## src/rtl/reaction_timer_ctrl.sv

```systemverilog
// Reaction-timer sequencer: arms the BCD counter, waits, lights the stimulus and gates tick enables until React.
// Optional macro RANDOM_DELAY_EN replaces the fixed delay with an LFSR-derived delay latched at ARM.
module reaction_timer_ctrl #(
    parameter int unsigned TICK_DIV    = 50000,
    parameter int unsigned DELAY_TICKS = 2000,
    parameter int unsigned MAX_TICKS   = 9999,
    parameter logic [15:0] LFSR_SEED   = 16'hACE1
) (
    input  logic Clock,
    input  logic Resetn,
    input  logic Start,
    input  logic React,
    output logic CntClear,
    output logic CntEnable,
    output logic Light,
    output logic Foul,
    output logic Timeout,
    output logic Busy
);

    localparam int unsigned   PW         = $clog2(TICK_DIV);
    localparam logic [PW-1:0] PRESC_LAST = PW'(TICK_DIV - 1);
    localparam logic [15:0]   MAX_LAST   = 16'(MAX_TICKS - 1);

    if (TICK_DIV < 2 || MAX_TICKS == 0 || MAX_TICKS > 9999 || LFSR_SEED == 16'h0000) begin : g_bad_params
        $error("reaction_timer_ctrl: illegal parameter value");
    end

    typedef enum logic [2:0] {
        S_IDLE,
        S_ARM,
        S_WAIT,
        S_RUN,
        S_DONE,
        S_FOUL,
        S_TOUT
    } state_t;

    state_t      state;
    state_t      next_state;
    logic        start_q;
    logic        react_q;
    logic        start_p;
    logic        react_p;
    logic [PW-1:0] presc;
    logic        tick;
    logic [15:0] tick_cnt;
    logic [15:0] delay_last;

    assign start_p = Start & ~start_q;
    assign react_p = React & ~react_q;
    assign tick    = (presc == PRESC_LAST);

`ifdef RANDOM_DELAY_EN
    logic [15:0] lfsr;
    logic [11:0] delay_q;

    // Right-shifting Galois form; mask 0xB400 realises taps 16,14,13,11.
    always_ff @(posedge Clock or negedge Resetn) begin
        if (!Resetn) begin
            lfsr    <= LFSR_SEED;
            delay_q <= '0;
        end else begin
            lfsr <= {1'b0, lfsr[15:1]} ^ (lfsr[0] ? 16'hB400 : 16'h0000);
            if (state == S_ARM) begin
                delay_q <= 12'd1000 + {1'b0, lfsr[10:0]};
            end
        end
    end

    assign delay_last = {4'b0000, delay_q} - 16'd1;
`else
    assign delay_last = 16'(DELAY_TICKS - 1);
`endif

    always_ff @(posedge Clock or negedge Resetn) begin
        if (!Resetn) begin
            state   <= S_IDLE;
            start_q <= 1'b0;
            react_q <= 1'b0;
        end else begin
            state   <= next_state;
            start_q <= Start;
            react_q <= React;
        end
    end

    always_comb begin
        next_state = state;
        CntEnable  = 1'b0;
        case (state)
            S_IDLE: if (start_p) next_state = S_ARM;
            S_ARM:  next_state = S_WAIT;
            S_WAIT: begin
                if (react_p) begin
                    next_state = S_FOUL;
                end else if (tick && tick_cnt == delay_last) begin
                    next_state = S_RUN;
                end
            end
            S_RUN: begin
                // A press in the same cycle as a tick wins: that tick is not counted.
                if (react_p) begin
                    next_state = S_DONE;
                end else begin
                    CntEnable = tick;
                    if (tick && tick_cnt == MAX_LAST) next_state = S_TOUT;
                end
            end
            S_DONE, S_FOUL, S_TOUT: if (start_p) next_state = S_ARM;
            default: next_state = S_IDLE;
        endcase
    end

    always_ff @(posedge Clock or negedge Resetn) begin
        if (!Resetn) begin
            presc    <= '0;
            tick_cnt <= '0;
        end else if (next_state != state) begin
            presc    <= '0;
            tick_cnt <= '0;
        end else if (state == S_WAIT || state == S_RUN) begin
            presc <= tick ? '0 : presc + PW'(1);
            if (tick) tick_cnt <= tick_cnt + 16'd1;
        end
    end

    // Outputs are registered from next_state so they line up with the state register.
    always_ff @(posedge Clock or negedge Resetn) begin
        if (!Resetn) begin
            CntClear <= 1'b0;
            Light    <= 1'b0;
            Foul     <= 1'b0;
            Timeout  <= 1'b0;
            Busy     <= 1'b0;
        end else begin
            CntClear <= (next_state == S_ARM);
            Light    <= (next_state == S_RUN);
            Foul     <= (next_state == S_FOUL);
            Timeout  <= (next_state == S_TOUT);
            Busy     <= (next_state == S_ARM) || (next_state == S_WAIT) || (next_state == S_RUN);
        end
    end

endmodule

```

## config.mk

```make
export PLATFORM = sky130hd
export DESIGN_NAME = reaction_timer_ctrl
export DESIGN_NICKNAME = d
export VERILOG_FILES = /design/src/rtl/reaction_timer_ctrl.sv
export SDC_FILE = /design/constraint.sdc
export NUM_CORES = 1
export LEC_CHECK = 0
export BUFFER_PORTS_ARGS = -buffer_cell sky130_fd_sc_hd__buf_2
export CAP_MARGIN = 20
export CORE_ASPECT_RATIO = 0.5
export CORE_UTILIZATION = 40
export DETAILED_ROUTE_END_ITERATION = 8
export SLEW_MARGIN = 20
export SYNTH_ARGS = -nofsm -noshare
export SYNTH_HDL_FRONTEND = slang
export SYNTH_SLANG_ARGS = --single-unit
```

## constraint.sdc

```tcl
create_clock -name Clock -period 5.65 [get_ports Clock]
set_input_delay 0.2825 -clock Clock [delete_from_list [all_inputs] [get_ports Clock]]
set_output_delay 0.2825 -clock Clock [all_outputs]
set_load 0.03 [all_outputs]
```

==> results of run 1 <==
[path summary, 6_finish.rpt]
kind / startpoint / end / slack (ps) / cells past startpoint
setup / recovery: state[1]$_DFF_PN0_ / presc[7]$_DFFE_PN0P_ / 2940 / 5
hold / removal: React / react_q$_DFF_PN0_ / 120 / 1
setup reg to reg: state[1]$_DFF_PN0_ / presc[7]$_DFFE_PN0P_ / 2940 / 5
hold reg to reg: tick_cnt[15]$_DFFE_PN0P_ / tick_cnt[15]$_DFFE_PN0P_ / 560 / 2
max in group asynchronous: Resetn / state[1]$_DFF_PN0_ / 4930 / 1
min in group asynchronous: Resetn / presc[14]$_DFFE_PN0P_ / 140 / 1
[power breakdown]
| part | internal (µW) | switching, µW |
|---|---|---|
| clock | 209 | 116 |
| sequential | 332 | 34.4 |
| combinational | 73.7 | 180 |
| total | 614 | 330 |
[cell families after synthesis]
kind of cell,Yosys count
flip-flops,42
XOR/XNOR,20
buffers and inverters,19
multiplexers,1
AND/OR/NAND/NOR,131
AO/OA/AOI/OAI,35
adder cells (fa/ha/maj),3
[worst reg2reg max path, cell delays in order (launching register included)]
cell and delay (ps):
dfrtp_1 480, nor2b_1 590, nand2_1 440, nor2_1 370, a211o_2 580, nor2_1 120
[stage by stage]
stage               cells  hold slack (ps)
floorplan             251            -13.1
global placement      320              404
detailed placement    320              409
CTS                   328              114
global route          328              112
finish                328              116
[state kept, by name, summed over array words and instances (netlist names)]
name      cells
presc        16
tick_cnt     16
state         3
Busy          1
CntClear      1
Foul          1
Light         1
Timeout       1
react_q       1
start_q       1
[metal layers]
metal	track usage	part of all wire	vias to the layer above
li1	-	-	900
met1	0.238	0.50	884
met2	0.283	0.45	23
met3	0.0486	0.033	3
met4	0.0343	0.0072	0
met5	0	0	-
[cell usage after synthesis]
cell type / count / share of area
nor4b_4: 2 / 0.020
xor2_1: 4 / 0.015
o21ai_0: 6 / 0.013
or4b_2: 1 / 0.0042
a21oi_1: 12 / 0.025
nor2b_1: 2 / 0.0053
and2_1: 1 / 0.0027
and4_1: 2 / 0.0074
nand3_2: 1 / 0.0042
a31oi_1: 5 / 0.013
or3_1: 8 / 0.021
nor4_2: 5 / 0.027
nand3_1: 14 / 0.030
buf_2: 6 / 0.013
o22a_1: 1 / 0.0037
mux2_2: 1 / 0.0048
and4b_4: 1 / 0.0058
o21ai_1: 1 / 0.0021
nor2_1: 39 / 0.062
a211o_2: 1 / 0.0042
a2bb2oi_1: 1 / 0.0037
nor4_1: 6 / 0.016
buf_6: 3 / 0.014
a211oi_1: 2 / 0.0064
and3_1: 4 / 0.011
nand4_1: 10 / 0.027
xnor2_1: 16 / 0.059
inv_1: 6 / 0.0095
dfrtp_1: 42 / 0.45
a32o_1: 1 / 0.0042
nor3_1: 7 / 0.015
clkbuf_1: 3 / 0.0048
or2_2: 3 / 0.0080
nor4_4: 1 / 0.0090
a22oi_1: 3 / 0.0095
nand4_2: 1 / 0.0053
buf_4: 1 / 0.0032
ha_1: 3 / 0.016
o22ai_1: 2 / 0.0053
nand2_1: 18 / 0.029
nand2b_1: 4 / 0.011
and4bb_1: 1 / 0.0053
[area by class of cell]
class / count / area (µm²) / area share
Inverter: 6 / 22.5 / 0.00873
Multi-Input combinational cell: 190 / 1200 / 0.466
Clock inverter: 2 / 37.5 / 0.0146
Timing Repair Buffer: 9 / 45.0 / 0.0175
Clock buffer: 6 / 129 / 0.0500
Tap cell: 73 / 91.3 / 0.0354
Sequential cell: 42 / 1050 / 0.408
==> results_dict.tcl, run 1 <==
set metrics [dict create \
    status "complete, no violations" \
    max-cap-violations 0 \
    yosys.area_share.xor_xnor 0.0743 \
    synth-seq-cells 42 \
    yosysWarnings 0 \
    timing.fmax_mhz 369 \
    grt_max_degree 43 \
    cts_tree "done" \
    fillerInstances 548 \
    setup_viol_count_final 0 \
    core_mm2 0.00559 \
    die-width_um 111 \
    cts.clk_slew.worst_paths_ps 60 \
    ctsLongestPathBuffers 2 \
    synth-adder-area-share 0.0159 \
    worstPathRequired_ps 5790 \
    hold_viol_final 0 \
    overflow 0 \
    dieHeight_um 56.3 \
    drt-initial-drc-count 148 \
    powerDensity_mw_per_mm2 366 \
    crit_buf_inv 0 \
    vias_per_cell 5.52 \
    synth_top_family_by_area "simple AND/OR/NAND/NOR gates" \
    avgSynthCellArea_um2 9.40 \
    grt_usage 0.175 \
    vdd_drop_max_mv 0.205 \
    placed_area_mm2 0.00241 \
    power_leakage_uw 0.00101 \
    layout_commonest_cell "dfrtp_1" \
    rows 19 \
    avgRoutedWirePerCell_um 14.8 \
    synth_compound_area_frac 0.0907 \
    routed_wl_um 4870 \
    drtAntennaViolNets 0 \
    boundaryPins 10 \
    portBuffers 9 \
    min_path_type "in2reg" \
    dp_slack_ps 2930 \
    diodes 0 \
    crit_chain "nor2b_1 > nand2_1 > nor2_1 > a211o_2 > nor2_1" \
    cp_common_cell "nor2_1" \
    firstDrtPassIters 4 \
    ctsResizeCount 0 \
    maxSlewHeadroom 0.372 \
    ctsHtreeMaxLevel 2 \
    area_growth_pct 9.34 \
    syn_area_mm2 0.00236 \
    slowest_stage "nor2b_1" \
    crit_arrival_ps 2850 \
    final_cell_mix "dfrtp_1, nor2_1, nand2_1, xnor2_1, nand3_1" \
    synth.area.mux_share 0.00477 \
    cpPeakStageDelay_ps 590 \
    finalWorstSetupSlack_ps 2940 \
    drcViolationCount 0 \
    gp_congestion 0.806 \
    slew_violations 0 \
    rsz0062_at_grt "no" \
    grt_pass1_vias 1759 \
    drive_gt1_frac 0.129 \
    synth-seq-area-share 0.446 \
    synth_nets 258 \
    worstPathMaxFanout 32 \
    antenna_found_initial 0 \
    cts-root-buf "clkbuf_16" \
    die-area_mm2 0.00623 \
    crit_type "reg2reg" \
    fin_crit_sh 0.480 \
    yosys.area_share.simple 0.324 \
    start_util 0.422 \
    final_area_mm2 0.00258 \
    tns_ps 0 \
    finClkSkew_ps 8.63 \
    cts_buffers 5 \
    finalCriticalPeriod_ps 2710 \
    cts.sinks 42 \
    hpwl_um 3310 \
    grt_pass1_wl_um 8600 \
    ys_types 42 \
    final_nets 261 \
    num_vias 1810 \
    clk-insertion-delay-late_ps 290 \
    start_kind "register" \
    cp-end-kind "register" \
    holdBufCountCts 0 \
    tightest_slew_ps 942 \
    fin_util 0.462 \
    synth_cells 251 \
    total_power_uw 944 \
    post_cts_buffers 0 \
    cp_top_family "simple AND/OR/NAND/NOR gates" \
]
Power figures use the tool's default switching activity.
==> inputs of run 2 (changes only) <==
==> constraint.sdc (replaced) <==
create_clock -name Clock -period 2.5 [get_ports Clock]
set_input_delay 0.125 -clock Clock [delete_from_list [all_inputs] [get_ports Clock]]
set_output_delay 0.125 -clock Clock [all_outputs]
set_load 0.03 [all_outputs]
==> results_dict.tcl, run 2 (synthesis gave the netlist of run 1 again) <==
set metrics [dict create \
    crit_arrival_ps 2360 \
    timing.fmax_mhz 455 \
    vias_per_cell 5.56 \
    setup_viol_count_final 0 \
    start_kind "register" \
    violations "negative hold slack" \
    hpwl_um 3390 \
    drtAntennaViolNets 0 \
    cts.sinks 42 \
    post_cts_buffers 0 \
    cts.clk_slew.worst_paths_ps 60 \
    firstDrtPassIters 4 \
    die-width_um 111 \
    rows 19 \
    grt_usage 0.177 \
    boundaryPins 10 \
    grt_max_degree 43 \
    crit_type "reg2reg" \
    final_nets 270 \
    cp-end-kind "register" \
    fin_util 0.473 \
    tightest_slew_ps 944 \
    diodes 0 \
    tns_ps 0 \
    cts_tree "done" \
    overflow 0 \
    routed_wl_um 4980 \
    ctsHtreeMaxLevel 2 \
    rsz0062_at_grt "no" \
    fin_crit_sh 0.879 \
    powerDensity_mw_per_mm2 801 \
    cts-root-buf "clkbuf_16" \
    start_util 0.422 \
    final_area_mm2 0.00264 \
    ctsLongestPathBuffers 2 \
    top_regs "presc x16, tick_cnt x16, state x3" \
    worstPathRequired_ps 2660 \
    finClkSkew_ps 4.57 \
    cts_buffers 5 \
    vdd_drop_max_mv 0.487 \
    max-cap-violations 0 \
    hold_ws_ps -17.9 \
    grt_pass1_vias 1773 \
    area_growth_pct 12.1 \
    grt_pass1_wl_um 8810 \
    maxSlewHeadroom 0.371 \
    placed_area_mm2 0.00248 \
    drive_gt1_frac 0.155 \
    hold_viol_final 25 \
    gp_congestion 0.767 \
    portBuffers 9 \
    min_path_type "in2async" \
    final_cell_mix "dfrtp_1, nor2_1, nand2_1, xnor2_1, nand3_1" \
    slew_violations 0 \
    total_power_uw 2120 \
    core_mm2 0.00559 \
    dieHeight_um 56.3 \
    num_vias 1873 \
    avgRoutedWirePerCell_um 14.8 \
    die-area_mm2 0.00623 \
    power_leakage_uw 0.00105 \
    clk-insertion-delay-late_ps 280 \
    status "complete, but fails checks" \
    worstPathMaxFanout 21 \
    drt-initial-drc-count 151 \
    layout_commonest_cell "dfrtp_1" \
    drcViolationCount 0 \
    finalCriticalPeriod_ps 2200 \
    antenna_found_initial 0 \
]
## run 2: cell types whose count changed in the layout (fill, tap and decap cells not counted)
cell,change
clkinv_2,+1
buf_4,+6
dlygate4sd3_1,+2
clkbuf_1,-1
buf_12,+1
bufinv_16,-1
clkinv_4,+1
## run 2: area by class of cell
class	instances	area, µm²
inverter	6	22.5
tap	73	91.3
sequential	42	1050
multi-input combinational	190	1200
fill	533	2940
timing repair buffer	18	130
clock buffer	5	125
clock inverter	3	21.3
## run 2: path summary, 6_finish.rpt
check / endpoint / startpoint / slack (ps) / cells after the start
max: presc[8]$_DFFE_PN0P_ / presc[0]$_DFFE_PN0P_ / 300 / 7
min in group Clock: react_q$_DFF_PN0_ / React / 500 / 2
max in group asynchronous: tick_cnt[4]$_DFFE_PN0P_ / Resetn / 1920 / 1
min: presc[10]$_DFFE_PN0P_ / Resetn / -20 / 1
max reg2reg: presc[8]$_DFFE_PN0P_ / presc[0]$_DFFE_PN0P_ / 300 / 7
min reg2reg: presc[1]$_DFFE_PN0P_ / presc[1]$_DFFE_PN0P_ / 570 / 2
## run 2: per-stage QoR
stage | setup slack [ps] | instances
after floorplan | 567 | 251
after global placement | 357 | 327
after detailed placement | 282 | 327
after CTS | 283 | 337
after global routing | 149 | 337
final | 302 | 337
## run 2: where the power goes
group	leakage [µW]	switching [µW]	internal (µW)	total (µW)
logic	0.000402	417	230	647
clock network	0.0000698	272	370	642
registers	0.000575	78.8	749	828
total	0.00105	768	1350	2120
## run 2: worst max-delay path: stages (launching register included)
cell and delay (ps):
dfrtp_1 410, ha_1 200, and3_1 280, nand4_2 250, nor4_4 360, a211o_2 300
buf_12 200, a21oi_1 60
## run 2: repair_timing
item,4_1_cts,5_1_grt
gates resized for setup,0,0
hold buffers,2,0
hold endpoints to repair,2,0
## run 2: metal layers
| metal | global-route usage | vias to the layer above | routed length [µm] |
|---|---|---|---|
| met5 | 0 | - | 0 |
| met2 | 0.267 | 31 | 2220 |
| met3 | 0.0410 | 7 | 178 |
| met1 | 0.256 | 919 | 2530 |
| li1 | - | 916 | - |
| met4 | 0.0438 | 0 | 48 |
==> inputs of run 3 (changes only) <==
--- a/config.mk
+++ b/config.mk
@@ -8,8 +8,9 @@
 export BUFFER_PORTS_ARGS = -buffer_cell sky130_fd_sc_hd__buf_2
 export CAP_MARGIN = 20
 export CORE_ASPECT_RATIO = 0.5
-export CORE_UTILIZATION = 40
+export CORE_UTILIZATION = 50
 export DETAILED_ROUTE_END_ITERATION = 8
+export PLACE_DENSITY = 0.67
 export SLEW_MARGIN = 20
 export SYNTH_ARGS = -nofsm -noshare
 export SYNTH_HDL_FRONTEND = slang
==> results_dict.tcl, run 3 (synthesis gave the netlist of run 1 again) <==
set metrics [dict create \
    status "complete, no violations" \
    vdd_drop_max_mv 0.287 \
    portBuffers 9 \
    hpwl_um 3310 \
    ctsResizeCount 0 \
    rsz0062_at_grt "no" \
    dieHeight_um 50.6 \
    timing.fmax_mhz 454 \
    drt-initial-drc-count 81 \
    r2r_setup_slack_ps 300 \
    fin_util 0.576 \
    drtAntennaViolNets 0 \
    drive_gt1_frac 0.148 \
    final_cell_count_no_fill 321 \
    diodes 0 \
    finClkSkew_ps 6.12 \
    grt_usage 0.216 \
    hold_depth 2 \
    core_mm2 0.00447 \
    grt_pass1_wl_um 8210 \
    routed_wl_um 4730 \
    area_growth_pct 9.02 \
    place_inst 310 \
    fin_crit_sh 0.882 \
    final_nets 270 \
    post_cts_buffers 0 \
    ctsLongestPathBuffers 2 \
    ctsHtreeMaxLevel 2 \
    drcViolationCount 0 \
    rows 17 \
    firstDrtPassIters 4 \
    cts-root-buf "clkbuf_8" \
    vias_per_cell 5.82 \
    overflow 0 \
    top_regs "presc x16, tick_cnt x16, state x3" \
    gp_congestion 0.858 \
    clk-insertion-delay-late_ps 300 \
    avgRoutedWirePerCell_um 14.7 \
    finalCriticalPeriod_ps 2200 \
    powerDensity_mw_per_mm2 743 \
    cts_buffers 5 \
    crit_type "reg2reg" \
    cts_tree "done" \
    cp-end-kind "register" \
    num_vias 1867 \
    grt_max_degree 43 \
    start_util 0.528 \
    min_path_type "in2reg" \
    crit_arrival_ps 2390 \
    dp_slack_ps 290 \
    cts.sinks 42 \
    ff2ff_path_depth 7 \
    die-width_um 99.1 \
    setup_viol_count_final 0 \
    final_cell_mix "dfrtp_1, nor2_1, nand2_1, xnor2_1, nand3_1" \
    finalWorstSetupSlack_ps 295 \
    max-cap-violations 0 \
    cts.clk_slew.worst_paths_ps 80 \
    reg2reg_from "presc[0]$_DFFE_PN0P_" \
    power_leakage_uw 0.00102 \
    worstPathRequired_ps 2680 \
    rr_endpoint "presc[9]$_DFFE_PN0P_" \
    hold_start "React" \
    worstPathMaxFanout 19 \
    tightest_slew_ps 914 \
    start_kind "register" \
    tns_ps 0 \
    crit_start "presc[0]$_DFFE_PN0P_" \
    die-area_mm2 0.00501 \
    layout_commonest_cell "dfrtp_1" \
    slew_violations 0 \
    antenna_found_initial 0 \
    hold_viol_final 0 \
    grt_pass1_vias 1713 \
    whs_endpoint "react_q$_DFF_PN0_" \
    boundaryPins 10 \
    maxSlewHeadroom 0.390 \
]
-- run 3: cell types whose count changed in the layout (fill, tap and decap cells not counted), sizes merged --
| cell | before | now |
|---|---|---|
| clkinv | 2 | 1 |
| dlygate4sd3 | 2 | 3 |
| buf | 16 | 15 |
| clkinvlp | 1 | 0 |
| clkbuf | 5 | 7 |
-- run 3: critical path, stage by stage, from the launching register on --
cell and delay, ps:
dfrtp_1 410, ha_1 210, and3_1 290, nand4_2 260, nor4_4 350, a211o_2 310
buf_12 190, a21oi_1 50
-- run 3: through the flow --
stage	cell area (µm²)	hold slack (ps)	power, µW
after floorplan	2360	-171	1340
after global placement	2450	247	1460
after global routing	2570	496	2040
final	2570	488	1910
after CTS	2570	482	1930
after detailed placement	2450	251	1470
-- run 3: where the power goes --
group	switching, µW	total (µW)	internal [µW]
registers	74.8	823	748
clock network	233	456	223
logic	401	632	231
total	710	1910	1200
-- run 3: layout make-up --
type,count,area (µm²)
clock buffers,7,86.3
clock inverters,1,5.00
fillers,396,1900
inverters,6,22.5
multi-input cells,190,1200
flip-flops and latches,42,1050
well taps,57,71.3
repair buffers,18,133
-- run 3: metal layers --
metal  vias to the layer above  wire (µm)  GRT usage
li1                        920          -          -
met1                       904       2410      0.310
met2                        37       2080      0.323
met3                         6        187     0.0501
met4                         0         49     0.0686
met5                         -          0          0
-- run 3: worst max path at each step --
stage | depth (start not counted) | slack [ps] | endpoint
after floorplan | 6 | 570 | presc[5]$_DFFE_PN0P_
after global placement | 7 | 350 | presc[13]$_DFFE_PN0P_
after detailed placement | 7 | 290 | presc[15]$_DFFE_PN0P_
after CTS | 7 | 290 | presc[9]$_DFFE_PN0P_
after global routing | 7 | 90 | presc[8]$_DFFE_PN0P_
final | 7 | 300 | presc[9]$_DFFE_PN0P_
-- run 3: what timing repair did --
action,in CTS,in global routing
hold buffers,3,0
hold endpoints to repair,10,0
setup endpoints to repair,0,0
